[src/rtl/mem_arbiter_pkg.sv]
// ============================================================================
// mem_arbiter_pkg : shared core constants, arbiter state/owner encodings
// Rev 1.0
// ============================================================================
`default_nettype none

package mem_arbiter_pkg;

    localparam int XLEN_DEFAULT       = 32;
    localparam int STREAK_MAX_DEFAULT = 4;

    // RV32I major opcodes
    localparam logic [6:0] C_OPC_LOAD   = 7'b0000011;
    localparam logic [6:0] C_OPC_STORE  = 7'b0100011;
    localparam logic [6:0] C_OPC_OP_IMM = 7'b0010011;
    localparam logic [6:0] C_OPC_OP     = 7'b0110011;
    localparam logic [6:0] C_OPC_BRANCH = 7'b1100011;
    localparam logic [6:0] C_OPC_JAL    = 7'b1101111;
    localparam logic [6:0] C_OPC_JALR   = 7'b1100111;
    localparam logic [6:0] C_OPC_LUI    = 7'b0110111;
    localparam logic [6:0] C_OPC_AUIPC  = 7'b0010111;

    localparam logic [1:0] C_ALUOP_ADD   = 2'b00;
    localparam logic [1:0] C_ALUOP_SUB   = 2'b01;
    localparam logic [1:0] C_ALUOP_FUNCT = 2'b10;

    typedef enum logic [1:0] {
        ST_IDLE = 2'd0,
        ST_REQ  = 2'd1,
        ST_RSP  = 2'd2
    } arb_state_e;

    typedef enum logic {
        OWN_IF = 1'b0,
        OWN_D  = 1'b1
    } owner_e;

endpackage : mem_arbiter_pkg

`default_nettype wire

[src/rtl/mem_arbiter.sv]
// ============================================================================
// mem_arbiter : fetch/data arbiter onto a single memory port, starvation-capped
// Rev 1.0
// ============================================================================
`default_nettype none

module mem_arbiter
    import mem_arbiter_pkg::*;
#(
    parameter int XLEN       = XLEN_DEFAULT,
    parameter int STREAK_MAX = STREAK_MAX_DEFAULT
) (
    input  logic            clk,
    input  logic            rst,
    input  logic            if_req,
    input  logic [XLEN-1:0] if_addr,
    output logic            if_gnt,
    output logic            if_rvalid,
    input  logic            d_req,
    input  logic            d_we,
    input  logic [XLEN-1:0] d_addr,
    input  logic [XLEN-1:0] d_wdata,
    output logic            d_gnt,
    output logic            d_rvalid,
    output logic [XLEN-1:0] rdata,
    output logic            mem_req,
    output logic            mem_we,
    output logic [XLEN-1:0] mem_addr,
    output logic [XLEN-1:0] mem_wdata,
    input  logic            mem_gnt,
    input  logic            mem_rvalid,
    input  logic [XLEN-1:0] mem_rdata
);

    localparam int C_SW = (STREAK_MAX < 1) ? 1 : $clog2(STREAK_MAX + 1);

    arb_state_e      state_q, state_d;
    owner_e          owner_q, owner_d;
    logic [C_SW-1:0] streak_q, streak_d;
    logic            mreq_q, mreq_d;
    logic            mwe_q, mwe_d;
    logic [XLEN-1:0] maddr_q, maddr_d;
    logic [XLEN-1:0] mwdata_q, mwdata_d;

    logic w_streak_full;
    logic w_pick_d;
    logic w_grant;
    logic w_rsp_hit;

    // Fetch wins only when it is waiting and data has used up its streak.
    assign w_streak_full = (streak_q == C_SW'(STREAK_MAX));
    assign w_pick_d      = d_req & ~(if_req & w_streak_full);
    assign w_grant       = ~rst & (state_q == ST_IDLE) & (if_req | d_req);
    assign w_rsp_hit     = ~rst & (state_q == ST_RSP) & mem_rvalid;

    assign d_gnt     = w_grant & w_pick_d;
    assign if_gnt    = w_grant & ~w_pick_d;
    assign if_rvalid = w_rsp_hit & (owner_q == OWN_IF);
    assign d_rvalid  = w_rsp_hit & (owner_q == OWN_D);
    assign rdata     = w_rsp_hit ? mem_rdata : '0;

    assign mem_req   = mreq_q;
    assign mem_we    = mwe_q;
    assign mem_addr  = maddr_q;
    assign mem_wdata = mwdata_q;

    always_comb begin
        state_d  = state_q;
        owner_d  = owner_q;
        streak_d = streak_q;
        mreq_d   = mreq_q;
        mwe_d    = mwe_q;
        maddr_d  = maddr_q;
        mwdata_d = mwdata_q;
        case (state_q)
            ST_IDLE: begin
                if (if_req | d_req) begin
                    state_d = ST_REQ;
                    mreq_d  = 1'b1;
                    if (w_pick_d) begin
                        owner_d  = OWN_D;
                        mwe_d    = d_we;
                        maddr_d  = d_addr;
                        mwdata_d = d_wdata;
                        // A waiting fetch with a full streak never reaches here, so no overflow.
                        if (if_req) begin
                            streak_d = streak_q + 1'b1;
                        end
                    end else begin
                        owner_d  = OWN_IF;
                        mwe_d    = 1'b0;
                        maddr_d  = if_addr;
                        mwdata_d = '0;
                        streak_d = '0;
                    end
                end
            end
            ST_REQ: begin
                if (mem_gnt) begin
                    state_d  = ST_RSP;
                    mreq_d   = 1'b0;
                    mwe_d    = 1'b0;
                    maddr_d  = '0;
                    mwdata_d = '0;
                end
            end
            ST_RSP: begin
                if (mem_rvalid) begin
                    state_d = ST_IDLE;
                end
            end
            default: begin
                state_d = ST_IDLE;
            end
        endcase
    end

    always_ff @(posedge clk) begin
        if (rst) begin
            state_q  <= ST_IDLE;
            owner_q  <= OWN_IF;
            streak_q <= '0;
            mreq_q   <= 1'b0;
            mwe_q    <= 1'b0;
            maddr_q  <= '0;
            mwdata_q <= '0;
        end else begin
            state_q  <= state_d;
            owner_q  <= owner_d;
            streak_q <= streak_d;
            mreq_q   <= mreq_d;
            mwe_q    <= mwe_d;
            maddr_q  <= maddr_d;
            mwdata_q <= mwdata_d;
        end
    end

endmodule : mem_arbiter

`default_nettype wire

[config.mk]
export PLATFORM = sky130hd
export DESIGN_NAME = mem_arbiter
export DESIGN_NICKNAME = d
export VERILOG_FILES = /design/src/rtl/mem_arbiter_pkg.sv /design/src/rtl/mem_arbiter.sv
export SDC_FILE = /design/constraint.sdc
export NUM_CORES = 1
export LEC_CHECK = 0
export BUFFER_PORTS_ARGS = -buffer_cell sky130_fd_sc_hd__buf_2
export CORE_MARGIN = 4
export CORE_UTILIZATION = 42
export CTS_BUF_LIST = sky130_fd_sc_hd__clkbuf_4 sky130_fd_sc_hd__clkbuf_8
export CTS_CLUSTER_SIZE = 28
export DETAILED_ROUTE_END_ITERATION = 6
export PLACE_DENSITY_LB_ADDON = 0.12
export SYNTH_ARGS = -nofsm -noshare
export SYNTH_HDL_FRONTEND = slang
export SYNTH_SLANG_ARGS = --single-unit
[constraint.sdc]
create_clock -name clk -period 1.8 [get_ports clk]
set_input_delay 0.09 -clock clk [delete_from_list [all_inputs] [get_ports clk]]
set_output_delay 0.09 -clock clk [all_outputs]
set_load 0.01 [all_outputs]
==> metrics, run 1 <==
Synth Instances 344; PwrDens ~720 nW/µm²; clk sink count 72; Critical Path Sink Type output pin; area grow syn2layout 68.47%; Final Hold Viols 0; Post-synth top flop dfxtp_1; multi-input logic area 1435 µm²; Synth warnings 0; largest net degree at the start of global routing 42; Ant. Diodes 0; Commonest cells post-synth 72 x dfxtp_1, 36 x inv_1, 34 x nand3_1, 34 x nand4_1; # setup viols final 0; syn avg cell area 9.253 µm²; core box area 7292 µm²; drt wl/cell 15.84 µm; VDD IR max 0.4255 mV; syn_nets just under 500; Slew @ Worst Pin 680.1 ps; port bufs 236; type of origin of the critical path register; Worst Path Required 1710 ps; global-route wire length before repair 17.60 mm; clock buffer depth 2; Via Count 3,772; XOR/XNOR Fraction of Synth Area 0%; vias in the first global route 3,730; status complete, no violations; post-synthesis mux area share 0%; # rows 31; Routed WL approximately 12 mm; effective utilization at floorplan 43.65%; RePlAce Congestion 0.8123; dpl hpwl 7.422 mm; WS Path Type reg -> out; Synth Area in Simple Gates 23.00%; die area 9035 µm²; sequential area share after synthesis a little under half; Hold/Removal Path Class in -> reg; FF-to-FF Start streak_q[1]; Seq. cell area approximately 1400 µm²; Fin Setup TNS 0 ps; pre-CTS setup slack around 220 ps; #FFs+latches synth 72; ratio of cells with drive above 1 in the final layout 44.74%; CTS tree yes; CTS Root Buffer Type clkbuf_8; adder-cell share of the synthesized area less than 1%; largest family of logic cells by synthesized area simple AND/OR/NAND/NOR gates; I/O pins 237; final setup margin 114.0 ps; FMAX 593.1 MHz; post-synth top area share 45.28%; Die W 95.06 µm; Die H 95.06 µm; Max-slew headroom 54.66%; r2r setup slk 330 ps; clock latency on the worst-skew pair 340 ps; Slew Limit Fails 0; most frequent cell after synthesis dfxtp_1; Layout Nets 769; Yosys top cell by area dfxtp_1; EDFF count, synth 0; Async SR Flop Fraction 0%; CTS Buf Count 9; Pwr Total 3844 µW; most area-consuming cells after synthesis dfxtp_1 45%, a22o_1 9.1%, o221ai_1 8.8%, nand4_1 6.7%, and2_1 6.5%; Cell Area, Synth 3183 µm²; Final min period 1686 ps; hold_sp d_addr[13]; Worst Path Arrival ~1600 ps; Worst Skew 17.05 ps; Pleak 0.002628 µW; RSZ-0062 raised after global routing false; Tcrit/Tclk final between 90 and 100%; critical-path maximum fanout 17; H-tree depth 3; GRT overflow 0; Synth Area in Compound Gates 20.52%; post-synth cell types 32; filler instances 579; Pre-antenna DRT Iters 4; Worst-path clk slew 90 ps; GRT Resource Usage Total about 24%; initial DRC count between 100 and 150; vias per cell about 5; initial antenna violation count 0; Antenna Nets Post-Route 0; Crit. Startpoint streak_q[0]; Max Cap Viol 0; # DRC 0
sequential cells by signal, summed over array words and instances, names as in the netlist:
register,cells
state_q,2
streak_q,3
mem_we,1
owner_q,1
mem_wdata,32
mem_addr,32
mem_req,1
cells by family (layout without fill, tap and decap cells):
logic type               count (synthesis)  in the layout
flip-flops                              72             72
AND/OR/NAND/NOR                        120            120
adder cells (fa/ha/maj)                  2              2
AO/OA/AOI/OAI                           76             76
buffers and inverters                   74            367
metrics by stage:
step                cells  hold WS (ps)  area (µm²)  utilization (%)
global route          736         30.95        5363            73.54
detailed placement    653         313.1        4447            60.98
global placement      653         307.9        4447            60.98
floorplan             344         213.9        3183                -
finish                736         19.53        5363            73.54
CTS                   731         4.515        5281            72.43
power breakdown:
part           switching [µW]  internal (µW)  total, µW
combinational             405            451        856
clock                     676            529       1210
sequential               68.5           1710       1780
total                    1150           2690       3840
final timing paths:
path	endpoint	depth (start not counted)
worst max-delay path	d_gnt	6
worst min-delay path	mem_addr[13]	3
worst max register to register	mem_wdata[23]	6
worst min register to register	mem_we	1
placed cells by master (no fill, tap or decap), drive strengths merged:
| cell type | count |
|---|---|
| nor2 | 2 |
| nor4b | 1 |
| or3 | 1 |
| a22o | 33 |
| o221ai | 32 |
| nor2b | 2 |
| and2 | 34 |
| buf | 251 |
| clkinvlp | 1 |
| o31a | 1 |
| bufbuf | 1 |
| nand4b | 1 |
| a21oi | 5 |
| or3b | 1 |
| nor3 | 2 |
| o21ai | 2 |
| clkinv | 2 |
| nor3b | 2 |
| ha | 2 |
| nand2 | 3 |
| dfxtp | 72 |
| nand4 | 34 |
| dlygate4sd3 | 61 |
| a2111oi | 1 |
| and3 | 1 |
| clkbuf | 10 |
| o31ai | 1 |
| nand3 | 35 |
| inv | 41 |
| or2 | 1 |
| a21bo | 1 |
worst max-delay path: stages (launching register included):
cell and delay [ps]:
dfxtp_1 370, inv_2 70, ha_4 160, nand3_2 90
and3_2 260, buf_12 160, buf_2 140
cell type report:
| class | instances | area share, % |
|---|---|---|
| multi-input cells | 198 | 26.76 |
| repair buffers | 314 | 37.89 |
| clock buffers | 9 | 2.310 |
| well taps | 99 | 2.310 |
| inverters | 37 | 2.590 |
| clock inverters | 7 | 1.167 |
| flip-flops and latches | 72 | 26.97 |
metal layers:
| metal | up-vias | share of wire [%] | wire length (µm) | global-route usage (%) |
|---|---|---|---|---|
| li1 | 1841 | - | - | - |
| met1 | 1725 | 40 | 4608 | 29.34 |
| met2 | 188 | 50 | 5777 | 42.28 |
| met3 | 18 | 9.1 | 1065 | 6.709 |
| met4 | 0 | 1.8 | 204 | 8.173 |
| met5 | - | 0 | 0 | 0 |
what timing repair did:
item,in CTS,in global routing
cloned,1,3
endpoints found under the hold margin,61,0
setup buffers,0,2
resized for setup,3,14
setup endpoints to repair,35,36
pin swaps,0,3
hold buffers,61,0
Note: power is estimated with default switching activity, not from simulation.
==> inputs of run 2 (changes only) <==
--- a/config.mk
+++ b/config.mk
@@ -6,10 +6,10 @@
 export NUM_CORES = 1
 export LEC_CHECK = 0
-export BUFFER_PORTS_ARGS = -buffer_cell sky130_fd_sc_hd__buf_2
 export CORE_MARGIN = 4
-export CORE_UTILIZATION = 42
+export CORE_UTILIZATION = 45
 export CTS_BUF_LIST = sky130_fd_sc_hd__clkbuf_4 sky130_fd_sc_hd__clkbuf_8
 export CTS_CLUSTER_SIZE = 28
 export DETAILED_ROUTE_END_ITERATION = 6
+export DONT_BUFFER_PORTS = 1
 export PLACE_DENSITY_LB_ADDON = 0.12
 export SYNTH_ARGS = -nofsm -noshare
==> constraint.sdc (replaced) <==
create_clock -name clk -period 1.8 [get_ports clk]
set_input_delay 0.18 -clock clk [delete_from_list [all_inputs] [get_ports clk]]
set_output_delay 0.18 -clock clk [all_outputs]
set_load 0.01 [all_outputs]
==> metrics, run 2 (synthesis results as in run 1) <==
I/O pins 237; r2r setup slk ~100 ps; uppermost layer routed met4; Hold WS 19.00 ps; initial DRC count 114; type of origin of the critical path register; Final min period 1740 ps; effective utilization at floorplan between 40% and 50%; Layout Nets 542; dpl hpwl between 6 and 7 mm; post-route cell area around 4300 µm²; Tcrit/Tclk final 96.67%; GRT overflow 0; vias in the first global route 2,895; largest net degree at the start of global routing 40; Via Count 2,966; fin cells just over 500; ratio of cells with drive above 1 in the final layout 14.15%; metal2 WL 4.905 mm; # rows 30; Hold/Removal Path Class in -> reg; Antenna Nets Post-Route 0; Worst Path Required between 1500 and 2000 ps; # setup viols final 0; wl on met1 between 4 and 5 mm; Die H 92.11 µm; core box area 6832 µm²; dpl cells 416; WS Path Type reg -> out; status complete, no violations; Ant. Diodes 0; Placed Area between 3000 and 4000 µm²; Final Hold Viols 0; FMAX 574.7 MHz; drt wl/cell 20.17 µm; PwrDens 847.9 nW/µm²; Worst-path clk slew about 80 ps; initial antenna violation count 0; CTS Root Buffer Type clkbuf_8; Routed WL slightly above 10 mm; Critical Path Sink Type output pin; clock buffer depth 2; Pleak 0.001611 µW; port bufs 0; multi-input logic area 1444 µm²; die area approximately 8500 µm²; Slew Limit Fails 0; Slew @ Worst Pin ~780 ps; Max-slew headroom 47.82%; Seq. cell area 1445 µm²; Die W 92.11 µm; area grow syn2layout 34.87%; Pre-antenna DRT Iters 7; clk sink count slightly above 70; Max Cap Viol 0; H-tree depth 3; CTS tree yes; Pwr Total 3640 µW; CTS Buf Count 9; wire length on met3 1.061 mm; RePlAce Congestion 0.7467; Worst Skew 13.12 ps; GRT Resource Usage Total a little under a quarter; filler instances around 550; VDD IR max 0.4033 mV; clock latency on the worst-skew pair around 330 ps; # DRC 0; critical-path maximum fanout 8; vias per cell 5.862; most frequent cells in the layout 69 x dfxtp_1, 62 x dlygate4sd3_1, 36 x inv_1; commonest non-fill, non-tap cell in the layout dfxtp_1; Util after Layout 62.84%; global-route wire length before repair around 15 mm; Worst Path Arrival 1560 ps
## run 2: changes by cell type in the layout (fill, tap and decap cells not counted), sizes merged
cell and delta:
dlygate4sd3 +1, clkbuf +1, clkinv -2, clkinvlp +1
inv +1, buf -229
## run 2: worst max-delay path, cell delays in order, from the launching register on
cell and delay [ps]:
dfxtp_2 340, buf_6 130, nor3_4 270, and3_4 260
buf_12 110, buf_4 110
## run 2: layer usage
layer,up-vias,track usage [%]
li1,1392,-
met1,1386,27.56
met2,175,36.13
met3,13,8.203
met4,0,8.540
met5,-,0
## run 2: path summary, 6_finish.rpt
kind                     from           end  cells past startpoint
setup / recovery   state_q[0]         d_gnt                      5
hold / removal     d_addr[16]  mem_addr[16]                      2
setup reg to reg   state_q[0]  mem_addr[11]                      7
hold reg to reg   streak_q[0]   streak_q[0]                      2
## run 2: area by class of cell
| cell class | instances | area share, % |
|---|---|---|
| Sequential cell | 72 | 33.66 |
| Multi-Input combinational cell | 198 | 33.63 |
| Timing Repair Buffer | 87 | 22.35 |
| Inverter | 37 | 3.235 |
| Clock buffer | 9 | 2.885 |
| Tap cell | 96 | 2.798 |
| Clock inverter | 7 | 1.428 |
## run 2: through the flow
step                setup TNS [ps]  setup WS (ps)
floorplan                        0          188.4
global placement                 0          161.6
detailed placement               0          150.9
CTS                         -9.831         -9.831
global route                -25.26         -25.26
finish                           0          59.99
## run 2: repair_timing
action	in CTS	in global routing
endpoints found under the setup margin	3	35
pin swaps	1	3
endpoints found under the hold margin	67	4
hold buffers	62	1
resized for setup	6	6
cloned	1	2
buffers inserted	1	7
## run 2: power by group
part / leakage, µW / internal [µW] / switching, µW
combinational: 0.000929 / 315 / 273
clock: 0.0000892 / 529 / 664
sequential: 0.000592 / 1720 / 143
total: 0.00161 / 2560 / 1080
